--- src/rtl/data_mem_ctrl_pkg.sv ---
// Shared constants, request record and load-assembly helper for the
// MEM-stage data memory controller.
package mem_pkg;

    localparam int LANE_MSB = 3;

    localparam logic [1:0] SIZE_BYTE = 2'b00;
    localparam logic [1:0] SIZE_HALF = 2'b01;
    localparam logic [1:0] SIZE_WORD = 2'b10;
    localparam logic [1:0] SIZE_RSVD = 2'b11;

    localparam logic [1:0] ST_IDLE  = 2'b00;
    localparam logic [1:0] ST_ISSUE = 2'b01;
    localparam logic [1:0] ST_WAIT  = 2'b10;
    localparam logic [1:0] ST_RESP  = 2'b11;

    typedef struct packed {
        logic              we;
        logic [1:0]        size;
        logic              sgn;
        logic [1:0]        offset;
        logic [LANE_MSB:0] mask;
    } mem_req_t;

    // Pick the addressed byte/half out of the big-endian lane word and extend it.
    function automatic logic [31:0] assemble_load(
        input logic [1:0]  size,
        input logic        sgn,
        input logic [1:0]  offset,
        input logic [31:0] lanes
    );
        logic [7:0]  b;
        logic [15:0] h;
        logic [31:0] r;
        case (offset)
            2'd0:    b = lanes[31:24];
            2'd1:    b = lanes[23:16];
            2'd2:    b = lanes[15:8];
            default: b = lanes[7:0];
        endcase
        h = offset[1] ? lanes[15:0] : lanes[31:16];
        case (size)
            SIZE_BYTE: r = {{24{sgn & b[7]}}, b};
            SIZE_HALF: r = {{16{sgn & h[15]}}, h};
            default:   r = lanes;
        endcase
        return r;
    endfunction

endpackage

--- src/rtl/data_mem_ctrl_if.sv ---
// Pipeline request/response handshake plus the byte-lane bank bus.
interface data_mem_ctrl_if #(
    parameter int ADDR_W = 9
);
    logic              req_valid;
    logic              req_ready;
    logic              req_we;
    logic [1:0]        req_size;
    logic              req_signed;
    logic [31:0]       req_addr;
    logic [31:0]       req_wdata;

    logic              resp_valid;
    logic [31:0]       resp_rdata;
    logic              resp_err;

    logic [3:0]        lane_rd_en;
    logic [3:0]        lane_wr_en;
    logic [ADDR_W-1:0] lane_addr;
    logic [31:0]       lane_wdata;
    logic [31:0]       lane_rdata;
    logic [3:0]        lane_valid;

    // Controller side.
    modport slave (
        input  req_valid, req_we, req_size, req_signed, req_addr, req_wdata,
        output req_ready,
        output resp_valid, resp_rdata, resp_err,
        output lane_rd_en, lane_wr_en, lane_addr, lane_wdata,
        input  lane_rdata, lane_valid
    );

    // Pipeline and bank side.
    modport master (
        output req_valid, req_we, req_size, req_signed, req_addr, req_wdata,
        input  req_ready,
        input  resp_valid, resp_rdata, resp_err,
        input  lane_rd_en, lane_wr_en, lane_addr, lane_wdata,
        output lane_rdata, lane_valid
    );
endinterface

--- src/rtl/data_mem_ctrl_lane_map.sv ---
// Combinational size/offset decode: big-endian lane mask, replicated
// store data and misalignment flag.
module mem_lane_map
    import mem_pkg::*;
(
    input  logic [1:0]        i_size,
    input  logic [1:0]        i_offset,
    input  logic [31:0]       i_wdata,
    output logic [LANE_MSB:0] o_mask,
    output logic [31:0]       o_wdata,
    output logic              o_misalign
);

    // Lane 3 carries the lowest byte address of a word.
    always_comb begin
        o_mask     = '0;
        o_wdata    = i_wdata;
        o_misalign = 1'b0;
        case (i_size)
            SIZE_BYTE: begin
                o_mask  = 4'b1000 >> i_offset;
                o_wdata = {4{i_wdata[7:0]}};
            end
            SIZE_HALF: begin
                o_mask     = i_offset[1] ? 4'b0011 : 4'b1100;
                o_wdata    = {2{i_wdata[15:0]}};
                o_misalign = i_offset[0];
            end
            SIZE_WORD: begin
                o_mask     = 4'b1111;
                o_misalign = |i_offset;
            end
            default: begin
                o_mask = '0;
            end
        endcase
    end

endmodule

--- src/rtl/data_mem_ctrl.sv ---
// MEM-stage access controller for four byte-lane data banks.
//
// state    | meaning
// ---------+---------------------------------------------------------
// ST_IDLE  | ready for a request; req_ready high
// ST_ISSUE | lane strobes asserted for this single cycle
// ST_WAIT  | load only: collecting lane_valid, timeout counting down
// ST_RESP  | resp_valid pulse, then back to idle
module data_mem_ctrl
    import mem_pkg::*;
#(
    parameter int ADDR_W  = 9,
    parameter int TIMEOUT = 8
) (
    input logic            clk,
    input logic            rst,
    data_mem_ctrl_if.slave bus
);

    localparam int TMR_W = (TIMEOUT > 1) ? $clog2(TIMEOUT) : 1;

    logic [1:0]        r_state;
    mem_req_t          r_req;
    logic [LANE_MSB:0] r_seen;
    logic [31:0]       r_lane_buf;
    logic [TMR_W-1:0]  r_tmr;
    logic [LANE_MSB:0] r_lane_rd_en;
    logic [LANE_MSB:0] r_lane_wr_en;
    logic [ADDR_W-1:0] r_lane_addr;
    logic [31:0]       r_lane_wdata;
    logic              r_resp_valid;
    logic              r_resp_err;
    logic [31:0]       r_resp_rdata;

    logic [LANE_MSB:0] w_mask;
    logic [31:0]       w_rep_wdata;
    logic              w_misalign;
    logic              w_out_of_range;
    logic              w_req_err;
    logic              w_accept;
    logic [LANE_MSB:0] w_hit;
    logic [LANE_MSB:0] w_seen_nxt;
    logic [31:0]       w_buf_nxt;
    logic              w_done;
    logic              w_timeout;

    mem_lane_map u_lane_map (
        .i_size     (bus.req_size),
        .i_offset   (bus.req_addr[1:0]),
        .i_wdata    (bus.req_wdata),
        .o_mask     (w_mask),
        .o_wdata    (w_rep_wdata),
        .o_misalign (w_misalign)
    );

    assign w_accept       = bus.req_valid && (r_state == ST_IDLE);
    assign w_out_of_range = |bus.req_addr[31:ADDR_W+2];
    assign w_req_err      = (bus.req_size == SIZE_RSVD) || w_misalign || w_out_of_range;

    // Lanes outside the mask never contribute, whatever their valid does.
    assign w_hit      = bus.lane_valid & r_req.mask;
    assign w_seen_nxt = r_seen | w_hit;
    assign w_done     = (w_seen_nxt == r_req.mask);
    assign w_timeout  = (r_tmr == '0);

    // Merge this cycle's valid lane bytes into the capture buffer.
    always_comb begin
        w_buf_nxt = r_lane_buf;
        for (int k = 0; k <= LANE_MSB; k++) begin
            if (w_hit[k]) begin
                w_buf_nxt[8*k +: 8] = bus.lane_rdata[8*k +: 8];
            end
        end
    end

    // Access sequencing, registered lane strobes and the response pulse.
    always_ff @(posedge clk) begin
        if (rst) begin
            r_state      <= ST_IDLE;
            r_req        <= '0;
            r_seen       <= '0;
            r_lane_buf   <= '0;
            r_tmr        <= '0;
            r_lane_rd_en <= '0;
            r_lane_wr_en <= '0;
            r_lane_addr  <= '0;
            r_lane_wdata <= '0;
            r_resp_valid <= 1'b0;
            r_resp_err   <= 1'b0;
            r_resp_rdata <= '0;
        end else begin
            r_lane_rd_en <= '0;
            r_lane_wr_en <= '0;
            r_resp_valid <= 1'b0;
            r_resp_err   <= 1'b0;
            r_resp_rdata <= '0;
            case (r_state)
                ST_IDLE: begin
                    if (w_accept) begin
                        r_req <= '{we:     bus.req_we,
                                   size:   bus.req_size,
                                   sgn:    bus.req_signed,
                                   offset: bus.req_addr[1:0],
                                   mask:   w_mask};
                        if (w_req_err) begin
                            r_state      <= ST_RESP;
                            r_resp_valid <= 1'b1;
                            r_resp_err   <= 1'b1;
                        end else begin
                            r_state     <= ST_ISSUE;
                            r_lane_addr <= bus.req_addr[ADDR_W+1:2];
                            if (bus.req_we) begin
                                r_lane_wr_en <= w_mask;
                                r_lane_wdata <= w_rep_wdata;
                            end else begin
                                r_lane_rd_en <= w_mask;
                            end
                        end
                    end
                end
                ST_ISSUE: begin
                    if (r_req.we) begin
                        r_state      <= ST_RESP;
                        r_resp_valid <= 1'b1;
                    end else begin
                        r_state    <= ST_WAIT;
                        r_seen     <= '0;
                        r_lane_buf <= '0;
                        r_tmr      <= TMR_W'(TIMEOUT - 1);
                    end
                end
                ST_WAIT: begin
                    r_seen     <= w_seen_nxt;
                    r_lane_buf <= w_buf_nxt;
                    if (w_done) begin
                        r_state      <= ST_RESP;
                        r_resp_valid <= 1'b1;
                        r_resp_rdata <= assemble_load(r_req.size, r_req.sgn,
                                                      r_req.offset, w_buf_nxt);
                    end else if (w_timeout) begin
                        r_state      <= ST_RESP;
                        r_resp_valid <= 1'b1;
                        r_resp_err   <= 1'b1;
                    end else begin
                        r_tmr <= r_tmr - 1'b1;
                    end
                end
                default: begin
                    r_state <= ST_IDLE;
                end
            endcase
        end
    end

    assign bus.req_ready  = (r_state == ST_IDLE);
    assign bus.resp_valid = r_resp_valid;
    assign bus.resp_err   = r_resp_err;
    assign bus.resp_rdata = r_resp_rdata;
    assign bus.lane_rd_en = r_lane_rd_en;
    assign bus.lane_wr_en = r_lane_wr_en;
    assign bus.lane_addr  = r_lane_addr;
    assign bus.lane_wdata = r_lane_wdata;

endmodule

--- src/flat_wrapper.sv ---
// flat-port wrapper written by rule: the top's interface ports become plain ports
module data_mem_ctrl_flat import mem_pkg::*;
#(
    parameter int ADDR_W  = 9,
    parameter int TIMEOUT = 8
)
  (clk, rst, bus_req_valid, bus_req_we, bus_req_size, bus_req_signed, bus_req_addr, bus_req_wdata, bus_req_ready, bus_resp_valid, bus_resp_rdata, bus_resp_err, bus_lane_rd_en, bus_lane_wr_en, bus_lane_addr, bus_lane_wdata, bus_lane_rdata, bus_lane_valid);
  data_mem_ctrl_if #(.ADDR_W(ADDR_W)) bus_i ();
  input logic clk;
  input logic rst;
  input wire logic [$bits(bus_i.req_valid)-1:0] bus_req_valid;
  input wire logic [$bits(bus_i.req_we)-1:0] bus_req_we;
  input wire logic [$bits(bus_i.req_size)-1:0] bus_req_size;
  input wire logic [$bits(bus_i.req_signed)-1:0] bus_req_signed;
  input wire logic [$bits(bus_i.req_addr)-1:0] bus_req_addr;
  input wire logic [$bits(bus_i.req_wdata)-1:0] bus_req_wdata;
  output wire logic [$bits(bus_i.req_ready)-1:0] bus_req_ready;
  output wire logic [$bits(bus_i.resp_valid)-1:0] bus_resp_valid;
  output wire logic [$bits(bus_i.resp_rdata)-1:0] bus_resp_rdata;
  output wire logic [$bits(bus_i.resp_err)-1:0] bus_resp_err;
  output wire logic [$bits(bus_i.lane_rd_en)-1:0] bus_lane_rd_en;
  output wire logic [$bits(bus_i.lane_wr_en)-1:0] bus_lane_wr_en;
  output wire logic [$bits(bus_i.lane_addr)-1:0] bus_lane_addr;
  output wire logic [$bits(bus_i.lane_wdata)-1:0] bus_lane_wdata;
  input wire logic [$bits(bus_i.lane_rdata)-1:0] bus_lane_rdata;
  input wire logic [$bits(bus_i.lane_valid)-1:0] bus_lane_valid;
  assign bus_i.req_valid = bus_req_valid;
  assign bus_i.req_we = bus_req_we;
  assign bus_i.req_size = bus_req_size;
  assign bus_i.req_signed = bus_req_signed;
  assign bus_i.req_addr = bus_req_addr;
  assign bus_i.req_wdata = bus_req_wdata;
  assign bus_req_ready = bus_i.req_ready;
  assign bus_resp_valid = bus_i.resp_valid;
  assign bus_resp_rdata = bus_i.resp_rdata;
  assign bus_resp_err = bus_i.resp_err;
  assign bus_lane_rd_en = bus_i.lane_rd_en;
  assign bus_lane_wr_en = bus_i.lane_wr_en;
  assign bus_lane_addr = bus_i.lane_addr;
  assign bus_lane_wdata = bus_i.lane_wdata;
  assign bus_i.lane_rdata = bus_lane_rdata;
  assign bus_i.lane_valid = bus_lane_valid;
  data_mem_ctrl #(.ADDR_W(ADDR_W), .TIMEOUT(TIMEOUT)) u_core (.clk(clk), .rst(rst), .bus(bus_i));
endmodule
--- config.mk ---
export PLATFORM = sky130hd
export DESIGN_NAME = data_mem_ctrl_flat
export DESIGN_NICKNAME = d
export VERILOG_FILES = /design/src/rtl/data_mem_ctrl_pkg.sv /design/src/rtl/data_mem_ctrl_if.sv /design/src/rtl/data_mem_ctrl_lane_map.sv /design/src/rtl/data_mem_ctrl.sv /design/src/flat_wrapper.sv
export SDC_FILE = /design/constraint.sdc
export NUM_CORES = 1
export LEC_CHECK = 0
export ABC_AREA = 1
export ABC_CLOCK_PERIOD_IN_PS = 2500
export BUFFER_PORTS_ARGS = -buffer_cell sky130_fd_sc_hd__buf_4
export CELL_PAD_IN_SITES_DETAIL_PLACEMENT = 1
export CELL_PAD_IN_SITES_GLOBAL_PLACEMENT = 1
export CORE_MARGIN = 2
export CORE_UTILIZATION = 25
export DETAILED_ROUTE_END_ITERATION = 8
export PLACE_DENSITY = 0.62
export SLEW_MARGIN = 25
export SYNTH_ARGS = -nofsm -noshare
export SYNTH_HDL_FRONTEND = slang
export SYNTH_SLANG_ARGS = --single-unit
--- constraint.sdc ---
create_clock -name clk -period 2.5 [get_ports clk]
set_input_delay 0.5 -clock clk [delete_from_list [all_inputs] [get_ports clk]]
set_output_delay 0.5 -clock clk [all_outputs]
set_load 0.01 [all_outputs]
==> flow_summary.json, run 1 <==
{
  "status": "finished clean",
  "ir_drop_v": 0.000361,
  "relSlewSlack_pct": 54.9,
  "ioPinCount": 191,
  "setup-violations-final": 0,
  "grt_overflow": 0,
  "synth_mux_area_share_pct": 0,
  "grt_max_degree": 61,
  "yosys.area_share.adder_pct": 1.89,
  "skew_ns": 0.00950,
  "initialDrtViolationCount": 346,
  "gp_congestion": 0.834,
  "core_um2": 26000,
  "fin_nets": 1294,
  "hpwl_um": 18100,
  "syn_inst": 997,
  "yosys.area_share.simple_pct": 27.8,
  "finalCritPeriodShare_pct": 80.9,
  "crit_fanout": 19,
  "rsz0062_at_grt": "false",
  "cts.sinks": 134,
  "cts_setup_buffers": 0,
  "p_per_area_nw_per_um2": 785,
  "tightest_slew_ns": 0.674,
  "fin_util_pct": 34.8,
  "placementRows": 59,
  "end_kind": "register",
  "cts_tree": "done",
  "setup_tns_ns": 0,
  "postCtsHoldBufs": 0,
  "cp_data_arrival_time_ns": 2.33,
  "p_leak_nw": 4.26,
  "synth_area_um2": 6610,
  "grt_pass1_vias": 7196,
  "grt_pass1_wl_um": 39500,
  "hold_path_class": "primary input to register",
  "power_w": 0.00710,
  "via_count": 6965,
  "drv_cap": 0,
  "syn_area_per_cell_um2": 6.63,
  "die_x_um": 167,
  "ctsHtreeMaxLevel": 4,
  "cpMostUsedCell": "nand2_1",
  "port_buffers": 190,
  "die_h_um": 167,
  "critPathMaxStageDelay_ns": 0.59,
  "ys_seq_elements": 134,
  "synth-compound-area-share_pct": 19.6,
  "yosysSeqAreaShare_pct": 40.6,
  "post_cts_resize_count": 0,
  "syn_nets": 1114,
  "drive_gt1_share_pct": 23.4,
  "wl_per_cell_um": 16.2,
  "max_clock_freq_ghz": 0.495,
  "synth_xor_area_share_pct": 0,
  "clk-insertion-delay-late_ns": 0.43,
  "dieArea_um2": 27800,
  "clkTransAtPathRegs_ns": 0.06,
  "cts_buffers": 17,
  "cts_buffer_depth": 2,
  "synth_cell_type_count": 29,
  "worstPathRequired_ns": 2.81,
  "synth_top_family_by_area": "simple AND/OR/NAND/NOR gates",
  "cp_slowest_cell": "dfxtp_1",
  "drc": 0,
  "grt.total_usage_pct": 17.9,
  "crit_path_cell_trace": "buf_4 > inv_1 > nand2_1 > nand2_1 > nor2_4 > nand3_4 > nor2_8 > o21ai_1 > a21oi_1",
  "cts-root-buf": "clkbuf_16",
  "ys_warn_count": 0,
  "area_growth_pct": 36.8,
  "finalHoldViolCount": 0,
  "fillers": 3321,
  "worstSetupPathType": "register to register",
  "antenna_found_initial": 0,
  "start_util_pct": 25.4,
  "fin_crit_ns": 2.02,
  "ant_nets": 0,
  "start_kind": "register",
  "diodes": 0,
  "dr.pass1.iters": 4,
  "slew_viol_final": 0,
  "avgViaCountPerCell": 4.57,
  "finalWirelength_um": 24800
}
-- power by group --
part	internal [W]	switching, W	leakage, nW
Sequential	0.00226	0.000129	1.08
Clock	0.00161	0.00105	0.295
Combinational	0.000682	0.00137	2.88
-- registers in the layout (all words and copies together) (netlist names) --
name,count
u_core.r_lane_buf,32
u_core.bus.lane_wr_en,4
u_core.bus.lane_wdata,32
u_core.r_tmr,3
u_core.r_seen,4
u_core.bus.lane_addr,9
u_core.bus.lane_rd_en,4
u_core.r_state,2
u_core.bus.resp_err,1
u_core.r_req,10
u_core.bus.resp_rdata,32
u_core.bus.resp_valid,1
-- final timing paths --
path,cells past startpoint,slack (ns),to,start
max,9,0.48,u_core.bus.resp_rdata[9],u_core.r_req[1]
min,3,0.32,u_core.bus.lane_addr[4],bus_req_addr[6]
max reg2reg,9,0.48,u_core.bus.resp_rdata[9],u_core.r_req[1]
min reg2reg,2,0.46,u_core.r_lane_buf[24],u_core.r_lane_buf[24]
-- stage by stage --
step                      instances  hold WS (ns)  area (um^2)  worst slack (ns)
final                          1525         0.324         9040             0.479
after global routing           1525         0.322         9040             0.338
after detailed placement       1493         0.453         8430             0.193
after CTS                      1525         0.309         9040             0.488
after global placement         1493         0.449         8430             0.244
after floorplan                 997         0.440         6610             0.722
-- worst max-delay path, delay by kind of cell, from the launching register on --
family	cells	cell delay [ns]
AND/OR/NAND/NOR	5	0.68
flip-flops	1	0.59
AO/OA/AOI/OAI	2	0.36
buffers and inverters	2	0.26
-- cell families after synthesis --
family                     count (synthesis)
and+or+nand+nor                          444
AOI/OAI and AO/OA                        246
buffers and inverters                    163
DFF                                      134
adders and majority gates                 10
-- cell usage in the layout (no fill, tap or decap), drive strengths merged --
master,n
nand3,68
and2,1
ha,10
clkinv,5
clkbuf,19
clkinvlp,2
dfxtp,134
buf,218
o211ai,15
nor3,4
bufinv,3
a21oi,126
nand2,284
inv,109
or2,4
o21ai,102
nand4,2
o21a,2
nor2,81
o31ai,1
-- cell usage after synthesis, drive strengths merged --
cell	n	share of area, %
a21oi	126	9.8
and2	1	0.095
buf	22	2.1
clkbuf	35	2.0
dfxtp	134	41
ha	10	1.9
inv	106	6.0
nand2	284	16
nand3	68	5.5
nand4	2	0.19
nor2	81	5.2
nor3	4	0.30
o211ai	15	1.7
o21a	2	0.23
o21ai	102	7.8
o31ai	1	0.11
or2	4	0.38
-- per-layer routing --
layer	up-vias	global-route usage [%]	share of wire, %	routed length (um)
li1	3567	-	-	-
met1	3195	22.1	45	11100
met2	183	30.1	47	11600
met3	20	5.73	7.1	1760
met4	0	5.10	1.3	315
met5	-	0	0	0
-- cell type report --
cell class | instances | area (um^2) | share of cell area [%]
tap | 335 | 419 | 4.63
clock buffer | 19 | 443 | 4.90
multi-input combinational | 700 | 3270 | 36.1
clock inverter | 13 | 171 | 1.90
inverter | 106 | 398 | 4.40
timing repair buffer | 218 | 1660 | 18.4
sequential | 134 | 2680 | 29.7
Note: power is estimated with default switching activity, not from simulation.
==> inputs of run 2 (changes only) <==
--- a/config.mk
+++ b/config.mk
@@ -6,7 +6,7 @@
 export NUM_CORES = 1
 export LEC_CHECK = 0
 export ABC_AREA = 1
-export ABC_CLOCK_PERIOD_IN_PS = 2500
+export ABC_CLOCK_PERIOD_IN_PS = 2100
 export BUFFER_PORTS_ARGS = -buffer_cell sky130_fd_sc_hd__buf_4
 export CELL_PAD_IN_SITES_DETAIL_PLACEMENT = 1
 export CELL_PAD_IN_SITES_GLOBAL_PLACEMENT = 1
==> constraint.sdc (replaced) <==
create_clock -name clk -period 2.1 [get_ports clk]
set_input_delay 0.42 -clock clk [delete_from_list [all_inputs] [get_ports clk]]
set_output_delay 0.42 -clock clk [all_outputs]
set_load 0.01 [all_outputs]
==> run 2 against run 1 <==
Cell count rose by 0.85%. Utilization is 0.49 points higher. Non-clock buffer count increased by 13. Register-to-register slack worse by 0.22 ns.
==> flow_summary.json, run 2 (synthesis results as in run 1) <==
{
  "reg2reg_from": "u_core.r_state[0]",
  "worstPathRequired_ns": 2.44,
  "final_area_um2": 9170,
  "cp_slowest_cell": "dfxtp_1",
  "stdcell_count": 1538,
  "skew_ns": 0.0122,
  "core_um2": 26000,
  "drc": 0,
  "clk-insertion-delay-late_ns": 0.43,
  "slew_viol_final": 0,
  "crit_path_cell_trace": "inv_1 > ha_1 > nand2_1 > nand2_1 > inv_1 > buf_12 > nand2_1 > a21oi_1",
  "post_dp_cell_area_um2": 8610,
  "wl_per_cell_um": 16.0,
  "gp_congestion": 0.812,
  "cts_buffer_depth": 2,
  "setup_ws_ns": 0.263,
  "fin_nets": 1307,
  "drv_cap": 0,
  "p_per_area_nw_per_um2": 893,
  "status": "finished clean",
  "grt_pass1_wl_um": 39700,
  "dr.pass1.iters": 4,
  "tightest_slew_ns": 0.544,
  "port_buffers": 190,
  "worstRegToRegCells": 8,
  "placementRows": 59,
  "initialDrtViolationCount": 209,
  "dp.cells": 1506,
  "ctsHtreeMaxLevel": 4,
  "via_count": 6987,
  "crit_family": "simple AND/OR/NAND/NOR gates",
  "ant_nets": 0,
  "cts_tree": "done",
  "avgViaCountPerCell": 4.54,
  "finalCritPeriodShare_pct": 87.5,
  "antenna_found_initial": 0,
  "hpwl_um": 18400,
  "grt_overflow": 0,
  "holdPathStages": 3,
  "ir_drop_v": 0.000512,
  "diodes": 0,
  "crit_fanout": 31,
  "layout_common_cells": "nand2_1, buf_4, dfxtp_1",
  "setup-violations-final": 0,
  "start_util_pct": 25.4,
  "finalWirelength_um": 24600,
  "start_kind": "register",
  "cp.buffers_inverters": 3,
  "rrSetupSlack_ns": 0.26,
  "ioPinCount": 191,
  "final_common_cell": "nand2_1",
  "max_clock_freq_ghz": 0.544,
  "cts-root-buf": "clkbuf_16",
  "cpMostUsedCell": "nand2_1",
  "worstHoldStart": "bus_req_addr[3]",
  "hold_path_class": "primary input to register",
  "p_leak_nw": 4.31,
  "dieArea_um2": 27800,
  "fin_crit_ns": 1.84,
  "drive_gt1_share_pct": 24.4,
  "cts.sinks": 134,
  "finalHoldViolCount": 0,
  "critPathMaxStageDelay_ns": 0.40,
  "die_h_um": 167,
  "area_growth_pct": 38.7,
  "clkTransAtPathRegs_ns": 0.07,
  "grt_pass1_vias": 7133,
  "relSlewSlack_pct": 63.7,
  "cp_data_arrival_time_ns": 2.18,
  "holdPathEnd": "u_core.bus.lane_addr[1]",
  "grt.total_usage_pct": 17.9,
  "setup_tns_ns": 0,
  "die_x_um": 167,
  "end_kind": "register",
  "rsz0062_at_grt": "false",
  "dpl_worst_slack_ns": 0.112,
  "r2r-end": "u_core.r_lane_buf[15]",
  "grt_max_degree": 58,
  "worstSetupPathType": "register to register",
  "cts_buffers": 17
}
[run 2: changes by cell type in the layout (fill, tap and decap cells not counted)]
cell / delta
bufinv_16: -3
clkinv_4: -3
nand2_2: +1
buf_12: +7
nand2_1: -1
clkinvlp_4: +4
inv_1: -1
inv_6: +1
clkbuf_1: -1
clkbuf_8: +1
clkinv_2: +2
buf_4: +6
[run 2: tightest hold or removal path: stages]
cell and delay, ns:
buf_4 0.08, o21ai_0 0.07, nor2_1 0.07
[run 2: timing repair]
item | in CTS | in global routing
hold endpoints to repair | 0 | 0
hold buffers | 0 | 0
setup endpoints to repair | 0 | 8
buffers inserted | 0 | 0
gates resized for setup | 0 | 2
[run 2: worst max-delay path by stage]
| stage | from | end | cells past startpoint |
|---|---|---|---|
| finish | u_core.r_state[0] | u_core.r_lane_buf[15] | 8 |
| global route | u_core.r_state[0] | u_core.r_lane_buf[13] | 8 |
| CTS | u_core.r_state[0] | u_core.bus.lane_addr[7] | 7 |
| detailed placement | bus_req_size[0] | u_core.bus.lane_wdata[17] | 12 |
| global placement | bus_req_size[0] | u_core.bus.lane_wdata[10] | 9 |
| floorplan | bus_req_size[0] | u_core.bus.lane_addr[0] | 11 |
[run 2: per-layer routing]
layer | global-route usage (%) | wire [um]
met1 | 22.8 | 11300
met2 | 30.1 | 11500
met3 | 5.18 | 1640
met4 | 4.16 | 258
met5 | 0 | 0
[run 2: final cells by class]
| type | count | area, um^2 |
|---|---|---|
| inverters | 106 | 402 |
| fillers | 3312 | 16800 |
| clock inverters | 13 | 96.3 |
| flip-flops and latches | 134 | 2680 |
| clock buffers | 19 | 453 |
| multi-input cells | 700 | 3270 |
| well taps | 335 | 419 |
| repair buffers | 231 | 1850 |
[run 2: stage by stage]
stage / hold WS [ns] / total power (W) / util [%]
final: 0.246 / 0.00819 / 35.3
after global routing: 0.257 / 0.00871 / 35.3
after CTS: 0.235 / 0.00831 / 35.3
after detailed placement: 0.453 / 0.00545 / 33.2
after global placement: 0.449 / 0.00542 / 33.2
after floorplan: 0.440 / 0.00437 / -
[run 2: report_power, final]
group	switching (W)	internal, W	total (W)	leakage, nW
clock	0.00124	0.00158	0.00282	0.259
combinational	0.00164	0.000895	0.00253	2.97
sequential	0.000143	0.00269	0.00284	1.08
total	0.00302	0.00517	0.00819	4.31
==> inputs of run 3 (changes only) <==
--- a/config.mk
+++ b/config.mk
@@ -14,6 +14,7 @@
 export CORE_UTILIZATION = 25
 export DETAILED_ROUTE_END_ITERATION = 8
 export PLACE_DENSITY = 0.62
+export RECOVER_POWER = 100
 export SLEW_MARGIN = 25
 export SYNTH_ARGS = -nofsm -noshare
 export SYNTH_HDL_FRONTEND = slang
==> run 3 against run 2 <==
Clock skew decreased by 0.00062 ns. Power shrank 1.1%. Register-to-register slack worse by 0.10 ns. Hold slack better by 0.0023 ns. Die area unchanged. Cell count unchanged. Via count about the same. Clock power is essentially flat. Fmax decreased by 5.1%. Non-clock buffer count did not move. Combinational power fell by 4%. Cell area down 3.9%.
==> flow_summary.json, run 3 (synthesis results as in run 1) <==
{
  "status": "finished clean",
  "rsz0062_at_grt": "false",
  "clk-insertion-delay-late_ns": 0.43,
  "grt_pass1_wl_um": 39700,
  "relSlewSlack_pct": 63.1,
  "fillers": 3343,
  "finalHoldViolCount": 0,
  "cts_setup_buffers": 0,
  "end_kind": "register",
  "port_buffers": 190,
  "area.sequential_um2": 2680,
  "placementRows": 59,
  "ctsHtreeMaxLevel": 4,
  "ioPinCount": 191,
  "setup_tns_ns": 0,
  "dr.pass1.iters": 4,
  "diodes": 0,
  "wl_per_cell_um": 16.0,
  "worstPathRequired_ns": 2.45,
  "start_util_pct": 25.4,
  "dieArea_um2": 27800,
  "grt_overflow": 0,
  "grt_pass1_vias": 7133,
  "layout_common_cells": "nand2_1, buf_4, dfxtp_1",
  "drc": 0,
  "via_count": 6989,
  "holdWs_ns": 0.248,
  "swShare_pct": 37.0,
  "cts_buffer_depth": 2,
  "start_kind": "register",
  "hold_path_class": "primary input to register",
  "worstSetupPathType": "register to register",
  "core_um2": 26000,
  "critPathMaxStageDelay_ns": 0.43,
  "cp_data_arrival_time_ns": 2.29,
  "final_common_cell": "nand2_1",
  "area_growth_pct": 33.3,
  "drv_cap": 0,
  "antenna_found_initial": 0,
  "finalWirelength_um": 24700,
  "initialDrtViolationCount": 216,
  "multiInputGateArea_um2": 3240,
  "p_seq_share_pct": 35.0,
  "ir_drop_v": 0.000509,
  "die_x_um": 167,
  "hpwl_um": 18400,
  "switchingPower_w": 0.00299,
  "cts_tree": "done",
  "p_leak_nw": 3.94,
  "cpMostUsedCell": "nand3_1",
  "finalCritPeriodShare_pct": 92.2,
  "grt.total_usage_pct": 17.9,
  "fin_crit_ns": 1.94,
  "max_clock_freq_ghz": 0.516,
  "cts_buffers": 17,
  "crit_path_cell_trace": "clkbuf_1 > nand3_1 > nand2_1 > nor2_1 > nand3_1 > nor2_8 > buf_12 > o21ai_1 > a21oi_1",
  "clkTransAtPathRegs_ns": 0.06,
  "gp_congestion": 0.812,
  "crit_fanout": 21,
  "cts.sinks": 134,
  "comb_power_share_pct": 30.1,
  "slew_viol_final": 0,
  "skew_ns": 0.0116,
  "p_int_w": 0.00511,
  "grt_max_degree": 58,
  "p_clk_share_pct": 34.8,
  "drive_gt1_share_pct": 17.0,
  "p_per_area_nw_per_um2": 919,
  "tightest_slew_ns": 0.553,
  "cp_slowest_cell": "dfxtp_1",
  "ant_nets": 0,
  "die_h_um": 167,
  "setup-violations-final": 0,
  "avgViaCountPerCell": 4.54,
  "fin_nets": 1307,
  "cts-root-buf": "clkbuf_16"
}
==> run 3: cell types whose count changed in the layout (fill, tap and decap cells not counted) <==
cell      previous run  this run
buf_4              222       135
clkbuf_1             0        86
clkbuf_2             0         1
nand2_1            281       282
nand2_2              3         2
nand3_1             65        66
nand3_4              1         0
nor2_1              74        76
nor2_4               3         1
o21ai_0             88        90
o21ai_1             13        11
==> run 3: area by class of cell <==
class,instances,area share (%)
clock inverter,13,1.09
clock buffer,19,5.14
sequential,134,30.4
tap,335,4.76
timing repair buffer,231,17.3
multi-input combinational,700,36.8
inverter,106,4.56
==> run 3: what timing repair did <==
action                     4_1_cts  5_1_grt
setup endpoints to repair        0        8
hold buffers                     0        0
gates resized for setup          0        2
==> run 3: path summary, 6_finish.rpt <==
| check | slack [ns] | from | cells after the start | to |
|---|---|---|---|---|
| worst min register to register | 0.46 | u_core.r_lane_buf[28] | 2 | u_core.r_lane_buf[28] |
| worst max register to register | 0.16 | u_core.r_req[1] | 9 | u_core.bus.resp_rdata[10] |
| worst min-delay path | 0.25 | bus_req_addr[3] | 3 | u_core.bus.lane_addr[1] |
| worst max-delay path | 0.16 | u_core.r_req[1] | 9 | u_core.bus.resp_rdata[10] |
==> run 3: power groups by stage <==
stage               logic (W)  clock network, W  registers [W]
floorplan             0.00153                 0        0.00284
global placement      0.00253                 0        0.00289
detailed placement    0.00256                 0        0.00289
CTS                   0.00257           0.00290        0.00284
global route          0.00275           0.00301        0.00286
finish                0.00244           0.00282        0.00284
==> run 3: metal layers <==
metal	wire (um)	share of wire [%]	up-vias	track usage (%)
met5	0	0	-	0
li1	-	-	3594	-
met2	11600	47	189	30.1
met3	1670	6.8	14	5.18
met1	11200	45	3192	22.8
met4	231	0.94	0	4.16
==> run 3: per-stage QoR <==
| step | area [um^2] | instances | setup slack (ns) | power, W | util [%] |
|---|---|---|---|---|---|
| after floorplan | 6610 | 997 | 0.402 | 0.00437 | - |
| after global placement | 8610 | 1506 | 0.190 | 0.00542 | 33.2 |
| after detailed placement | 8610 | 1506 | 0.112 | 0.00545 | 33.2 |
| after CTS | 9160 | 1538 | 0.162 | 0.00831 | 35.3 |
| after global routing | 8810 | 1538 | 0.0168 | 0.00862 | 33.9 |
| final | 8810 | 1538 | 0.164 | 0.00810 | 33.9 |
==> run 3: worst max-delay path, delay by kind of cell, from the launching register on <==
| kind | cells | cell delay (ns) |
|---|---|---|
| AOI/OAI and AO/OA | 2 | 0.20 |
| and+or+nand+nor | 5 | 0.86 |
| buffers and inverters | 2 | 0.36 |
| DFF | 1 | 0.43 |
